File: src/rtl/pe_grid_engine.sv
// ROWS x COLS processing-element grid: A/B operand registers with S accumulators,
// driven one step per cycle by handshaked commands carrying a repeat count.
module pe_grid_engine #(
  parameter int ROWS             = 2,
  parameter int COLS             = 2,
  parameter int PRECISION        = 8,
  parameter int OUTPUT_PRECISION = 32,
  parameter int WRAP             = 1
) (
  input  logic                                  CLK,
  input  logic                                  RST,
  input  logic                                  cmd_valid,
  output logic                                  cmd_ready,
  input  logic [2:0]                            cmd,
  input  logic [3:0]                            cmd_count,
  input  logic [ROWS*COLS*PRECISION-1:0]        a_load,
  input  logic [ROWS*COLS*PRECISION-1:0]        b_load,
  input  logic [ROWS*COLS*OUTPUT_PRECISION-1:0] s_load,
  output logic [ROWS*COLS*PRECISION-1:0]        A_flat,
  output logic [ROWS*COLS*PRECISION-1:0]        B_flat,
  output logic [ROWS*COLS*OUTPUT_PRECISION-1:0] S_flat,
  output logic                                  busy,
  output logic                                  done
);
  localparam int P  = PRECISION;
  localparam int O  = OUTPUT_PRECISION;
  localparam int AW = ROWS*COLS*P;
  localparam int SW = ROWS*COLS*O;

  localparam logic [2:0] OP_MAC     = 3'd0;
  localparam logic [2:0] OP_UP      = 3'd1;
  localparam logic [2:0] OP_DOWN    = 3'd2;
  localparam logic [2:0] OP_LEFT    = 3'd3;
  localparam logic [2:0] OP_RIGHT   = 3'd4;
  localparam logic [2:0] OP_LOAD_AB = 3'd5;
  localparam logic [2:0] OP_LOAD_S  = 3'd6;
  localparam logic [2:0] OP_CLEAR   = 3'd7;

  typedef enum logic [1:0] {IDLE, EXEC, DONE} state_t;

  state_t         state;
  logic [2:0]     op;
  logic [3:0]     remaining;
  logic [AW-1:0]  a_q, b_q, a_nxt, b_nxt;
  logic [SW-1:0]  s_q, s_nxt;

  function automatic logic [O-1:0] mac_wrap(input logic [O-1:0] acc,
                                            input logic [P-1:0] x,
                                            input logic [P-1:0] y);
    logic [2*P-1:0] prod;
    prod = {{P{1'b0}}, x} * {{P{1'b0}}, y};
    return acc + O'(prod);
  endfunction

  // A cell on the vacated edge takes zero when the grid is not toroidal.
  function automatic logic [P-1:0] edge_pick(input logic at_edge, input logic [P-1:0] nb);
    return (at_edge && WRAP == 0) ? '0 : nb;
  endfunction

  for (genvar r = 0; r < ROWS; r++) begin : g_row
    for (genvar c = 0; c < COLS; c++) begin : g_col
      localparam int IDX = r*COLS + c;
      localparam int SRC_UP = ((r+1) % ROWS)*COLS + c;
      localparam int SRC_DN = ((r+ROWS-1) % ROWS)*COLS + c;
      localparam int SRC_LF = r*COLS + (c+1) % COLS;
      localparam int SRC_RT = r*COLS + (c+COLS-1) % COLS;
      localparam logic EDGE_UP = (r == ROWS-1);
      localparam logic EDGE_DN = (r == 0);
      localparam logic EDGE_LF = (c == COLS-1);
      localparam logic EDGE_RT = (c == 0);

      logic [P-1:0] a_cur, b_cur, a_n, b_n;
      logic [O-1:0] s_cur, s_n;

      assign a_cur = a_q[IDX*P +: P];
      assign b_cur = b_q[IDX*P +: P];
      assign s_cur = s_q[IDX*O +: O];

      always_comb begin
        a_n = a_cur;
        b_n = b_cur;
        s_n = s_cur;
        case (op)
          OP_MAC:     s_n = mac_wrap(s_cur, a_cur, b_cur);
          OP_UP: begin
            a_n = edge_pick(EDGE_UP, a_q[SRC_UP*P +: P]);
            b_n = edge_pick(EDGE_UP, b_q[SRC_UP*P +: P]);
          end
          OP_DOWN: begin
            a_n = edge_pick(EDGE_DN, a_q[SRC_DN*P +: P]);
            b_n = edge_pick(EDGE_DN, b_q[SRC_DN*P +: P]);
          end
          OP_LEFT: begin
            a_n = edge_pick(EDGE_LF, a_q[SRC_LF*P +: P]);
            b_n = edge_pick(EDGE_LF, b_q[SRC_LF*P +: P]);
          end
          OP_RIGHT: begin
            a_n = edge_pick(EDGE_RT, a_q[SRC_RT*P +: P]);
            b_n = edge_pick(EDGE_RT, b_q[SRC_RT*P +: P]);
          end
          OP_LOAD_AB: begin
            a_n = a_load[IDX*P +: P];
            b_n = b_load[IDX*P +: P];
          end
          OP_LOAD_S:  s_n = s_load[IDX*O +: O];
          OP_CLEAR: begin
            a_n = '0;
            b_n = '0;
            s_n = '0;
          end
          default: ;
        endcase
      end

      assign a_nxt[IDX*P +: P] = a_n;
      assign b_nxt[IDX*P +: P] = b_n;
      assign s_nxt[IDX*O +: O] = s_n;
    end
  end

  always_ff @(posedge CLK or posedge RST) begin
    if (RST) begin
      a_q <= '0;
      b_q <= '0;
      s_q <= '0;
    end else if (state == EXEC) begin
      a_q <= a_nxt;
      b_q <= b_nxt;
      s_q <= s_nxt;
    end
  end

  always_ff @(posedge CLK or posedge RST) begin
    if (RST) begin
      state     <= IDLE;
      op        <= OP_MAC;
      remaining <= 4'd0;
      cmd_ready <= 1'b1;
      busy      <= 1'b0;
      done      <= 1'b0;
    end else begin
      case (state)
        IDLE: begin
          done <= 1'b0;
          if (cmd_valid) begin
            op        <= cmd;
            remaining <= (cmd_count == 4'd0) ? 4'd1 : cmd_count;
            state     <= EXEC;
            cmd_ready <= 1'b0;
            busy      <= 1'b1;
          end
        end
        EXEC: begin
          remaining <= remaining - 4'd1;
          if (remaining == 4'd1) begin
            state <= DONE;
            done  <= 1'b1;
          end
        end
        DONE: begin
          state     <= IDLE;
          done      <= 1'b0;
          busy      <= 1'b0;
          cmd_ready <= 1'b1;
        end
        default: state <= IDLE;
      endcase
    end
  end

  assign A_flat = a_q;
  assign B_flat = b_q;
  assign S_flat = s_q;
endmodule
File: config.mk
export PLATFORM = sky130hd
export DESIGN_NAME = pe_grid_engine
export DESIGN_NICKNAME = d
export VERILOG_FILES = /design/src/rtl/pe_grid_engine.sv
export SDC_FILE = /design/constraint.sdc
export NUM_CORES = 1
export LEC_CHECK = 0
export ABC_CLOCK_PERIOD_IN_PS = 9650
export CAP_MARGIN = 15
export CORE_MARGIN = 4
export CORE_UTILIZATION = 30
export DETAILED_ROUTE_END_ITERATION = 16
export GPL_TIMING_DRIVEN = 0
export PLACE_DENSITY_LB_ADDON = 0.1
export REMOVE_ABC_BUFFERS = 1
export SLEW_MARGIN = 20
export SYNTH_ARGS = -nofsm -noshare
export SYNTH_HDL_FRONTEND = slang
export SYNTH_SLANG_ARGS = --single-unit
File: constraint.sdc
create_clock -name CLK -period 9.65 [get_ports CLK]
set_clock_uncertainty 0.2 [all_clocks]
set_input_delay 1.4475 -clock CLK [delete_from_list [all_inputs] [get_ports CLK]]
set_output_delay 1.4475 -clock CLK [all_outputs]
set_load 0.05 [all_outputs]
# == Word-level counts from Yosys, hierarchy flattened ==
# Cells that the tools add are included.
# op_classes
add_sub_neg,5
n_mul,4
n_eq_ne,12
mux,24
n_reduce_logical,18
# op_table
op,n
case mux 32 bit (3 select lines),4
case mux 8 bit (4 select lines),8
adder 32 x 16 -> 32 bit,4
multiplier 8 x 8 -> 16 bit,4
AND reduction 2 bit,7
"== test 3 bit, second input constant",4
two-way mux 4 bit,2
case mux 4 bit (2 select lines),1
"== test 3 x 2 -> 1 bit, second input constant",2
case mux 1 bit (2 select lines),3
nonzero test 2 bit,3
OR reduction 2 bit,3
"== test 4 x 1 -> 1 bit, second input constant",1
zero test 4 bit,1
two-way mux 2 bit,2
case mux 2 bit (2 select lines),1
nonzero test 4 bit,1
"subtractor 4 x 1 -> 4 bit, second input constant",1
"== test 3 x 1 -> 1 bit, second input constant",1
zero test 3 bit,1
two-way mux 1 bit,3
nonzero test 3 bit,1
"== test 2 x 1 -> 1 bit, second input constant",1
"== test 2 bit, second input constant",1
3 further kinds,3
# totals
ff_bits,204
inputBits,202
output_inout_bits,195
elab_cells,72

# == Logic depth before layout (Yosys ltp) ==
# logic_depth
depth_word,4
ltp_mapped,20
depth_no_buf,18

# == Worst setup path after synthesis ==
# No wires, ideal clock.
# synth_path
path_type,register -> register
from,register b_q[16] (netlist: B_flat[16])
to,register s_q[90] (netlist: S_flat[90])
setup_ps,131
arrival_ps,5045
required_time_ps,9319
slack_ps,4274
path_stages_with_launch,18
n_path_buf,1
period_less_slack_ps,5376
path_cell_list,dfrtp_1 -> clkbuf_1 -> nand2_1 -> fa_1 -> inv_1 -> fa_1 -> fa_1 -> inv_1 -> fa_1 -> inv_1 -> ha_1 -> nand2_2 -> or4_4 -> nand4_1 -> a221oi_2 -> o21a_1 -> o311a_1 -> or3_1
# synth_via
elab_chain_len,3
# synth_lines
item,line_no,rtl
"start, declared",44,"logic [AW-1:0] a_q, b_q, a_nxt, b_nxt;"
"start signal, assigned",128,b_q <= b_nxt;
multiplier 8 x 8 -> 16 bit,51,"prod = {{P{1'b0}}, x} * {{P{1'b0}}, y};"
adder 32 x 16 -> 32 bit,52,return acc + O'(prod);
case mux 32 bit (3 select lines),83,case (op)
"end signal, assigned",129,s_q <= s_nxt;
"end, declared",45,"logic [SW-1:0] s_q, s_nxt;"
# Every way passes these cells.
# A chain may end at the register's enable or synchronous reset.

# == Worst setup path in the final report ==
# layout_path
from,register a_q[25] (netlist: A_flat[25])
to,register s_q[117] (netlist: S_flat[117])
# layout_via
elab_chain_len,3
# layout_lines
item,line_no,rtl
"start, declared",44,
"start signal, assigned",127,a_q <= a_nxt;
multiplier 8 x 8 -> 16 bit,51,
adder 32 x 16 -> 32 bit,52,
case mux 32 bit (3 select lines),83,
# Every way passes these cells.

==> flow_summary.ini <==
[floorplanning]
die-height_um = 280
core_area_mm2 = 0.0732
ioPinCount = 397
row_count = 99
initial_core_util = 0.303
floorplan.die_area_mm2 = 0.0785
die_w_um = 280

[timing]
slew_violations = 0
hold_slack_ps = 310
period_minus_slack_ps = 6050
relSlewSlack = 0.274
rsz0062_at_grt = no
fmaxAchievable_mhz = 165
final-hold-violation-count = 0
report.final.setup_viol = 0
worstMarginPinSlew_ps = 1090
min_period_over_period = 0.627

[clock_network]
htreeDepth = 1
cts_max_path_buffers = 3
cts_inserted_buffers = 29
clock_latency_ps = 580
clk_pin_slew_ps = 60
cts-root-buf = clkbuf_16
cts_sinks = 204
cts-hold-fix-buffers = 0
post_cts_resized = 0
cts_setup_buffers = 0
cts_tree = built

[worst_setup_path]
regToRegEndpoint = S_flat[117]$_DFFE_PP0P_
crit_buf_inv = 3
crit_top_cell = fa_1
end_kind = flip-flop
critPathMaxStageDelay_ps = 750
path_class = reg2reg
path_cells = nand2_1 > fa_1 > fa_1 > inv_1 > fa_1 > inv_1 > fa_1 > inv_1 > ha_1 > o21ai_0 > nor2_1 > a21boi_0 > o32ai_1 > nor3_1 > o41ai_1 > a211oi_1
cp.arrival_ps = 6280
cp.required_ps = 9880
r2r_slack_ps = 3600
ff2ff_path_depth = 16
crit_slowest_cell = dfrtp_1
cp_top_family = adder cells
cp-start-kind = flip-flop
r2r_start = A_flat[25]$_DFFE_PP0P_
crit_fanout = 13

[run]
cap_violations = 0

[synthesis]
dominantRegCellSynth = dfrtp_1
synth_top_area_share = 0.229
seq_area_frac_synth = 0.230
netlist_top_cells_area = dfrtp_1 (23%), fa_1 (18%), ha_1 (9.4%), inv_1 (6.9%), nand2_1 (5.3%)
yosysUniqueCellTypes = 76
synth_top_family_by_area = adder cells
synth_compound_area_frac = 0.195
ys_ff_latch = 204
synthArstFlopShare = 1.00
netlist_area_mm2 = 0.0222
synthCells = 2668
synth_adder_area_share = 0.274
synth_enable_flop_cells = 0
synth-simple-area-share = 0.180
synth_mux_area_frac = 0.00237
synth_top_area_cell = dfrtp_1
ys_warn_count = 0
synth_xor_area_frac = 0.0170
postSynthAreaPerCell_um2 = 8.33

[grt]
antenna_found_initial = 2
grt_pass1_wl_um = 127000
grt_max_degree = 86
grt_pass1_vias = 20800
track_usage = 0.207
overflow = 0

[worst_hold_path]
hold_end = cmd_ready$_DFFE_PP1P_
min_from = cmd_ready$_DFFE_PP1P_
worstHoldPathType = reg2reg
worstHoldPathCells = 1

[place]
post-dp-hpwl_um = 62600
place_congestion = 0.848
port_buffers = 396

[layout]
layout.cells.most_common = inv_1
fin_nets = 3502
post-route-util = 0.387
syn_to_final_growth_pct = 27.4
final_cell_mix = inv_1 (410), clkdlybuf4s50_1 (396), nand2_1 (313), dfrtp_1 (200), fa_1 (200)
drive_gt1_frac = 0.0355

[drt]
drcViolationCount = 0
drt_iter0_markers = 1614
drt_wl_total_um = 83400
vias = 20700
ant_nets = 0
wire_per_inst_um = 21.3
drt_first_pass_iters = 7
via_per_inst = 5.28

[run_status]
status = finished clean
sequential cells by signal, indices dropped and copies added (netlist names):
signal and flops:
A_flat 32, B_flat 32, state 2, busy 1
done 1, remaining 4, cmd_ready 1, S_flat 128
op 3
routing by layer:
layer / share of wire / vias to the layer above / track usage
met3: 0.067 / 80 / 0.0334
met1: 0.45 / 10300 / 0.291
met2: 0.46 / 687 / 0.340
li1: - / 9615 / -
met4: 0.016 / 0 / 0.0390
met5: 0 / - / 0
worst register-to-register path, cell delays in order (launching register included):
cell and delay, ps:
dfrtp_1 750, nand2_1 170, fa_1 510, fa_1 540, inv_1 50, fa_1 530, inv_1 50, fa_1 530
inv_1 40, ha_1 330, o21ai_0 440, nor2_1 140, a21boi_0 200, o32ai_1 630, nor3_1 130, o41ai_1 510
a211oi_1 160
synthesized netlist by cell type, drive strengths merged (4+ instances only):
cell type  number
inv           411
or2             5
o21bai          5
buf            24
a222oi         28
nand4          17
a22o           14
nor2          119
o221ai          5
a22oi          10
o22ai           9
nand2         317
and3           33
a211oi         27
nor2b          25
o21ai         127
ha            166
a21boi          5
nor4            7
a32oi           5
nand3          85
or3             8
a31oi          18
a221oi         87
a211o           7
a221o           4
o21a           11
or4            13
a21oi         137
nand2b          9
o311ai         19
o211ai         31
clkbuf        163
nor3           19
nand3b          5
xor2           14
and2          152
o41ai           4
xnor2          29
a21o           36
o31ai           7
fa            200
dfrtp         203
how the worst max path moves through the flow:
stage                           start                 endpoint  cells past startpoint
2_1_floorplan       op[1]$_DFFE_PP0P_   S_flat[61]$_DFFE_PP0P_                      6
5_1_grt        B_flat[30]$_DFFE_PP0P_  S_flat[117]$_DFFE_PP0P_                     16
4_1_cts        A_flat[27]$_DFFE_PP0P_  S_flat[117]$_DFFE_PP0P_                     16
6_report       A_flat[25]$_DFFE_PP0P_  S_flat[117]$_DFFE_PP0P_                     16
3_3_place_gp        op[1]$_DFFE_PP0P_   S_flat[57]$_DFFE_PP0P_                      5
3_5_place_dp   A_flat[27]$_DFFE_PP0P_  S_flat[117]$_DFFE_PP0P_                     16
layout make-up:
cell class	instances	area, um^2
antenna	4	10.0
clock buffer	42	835
clock inverter	10	178
fill	7434	44900
inverter	412	1560
multi-input combinational	1865	14900
sequential	204	5110
tap	959	1200
timing repair buffer	422	4480
kinds of logic after synthesis:
logic type      Yosys count
compound gates          625
xor+xnor                 43
fa+ha+maj               366
buf+inv                 599
flops                   204
mux                       5
simple gates            826
through the flow:
stage	TNS (ps)	worst slack, ps	cell area, um^2	std cells
floorplan	-811	-259	21500	2481
global route	0	3390	28300	3914
finish	0	3600	28300	3918
detailed placement	0	3690	27300	3862
global placement	-1455870	-13910	26700	3836
CTS	0	3640	28300	3914
Power is left out: the tool's default activity adds up to more than one toggle a clock period on the data nets, which glitch-free logic cannot reach.
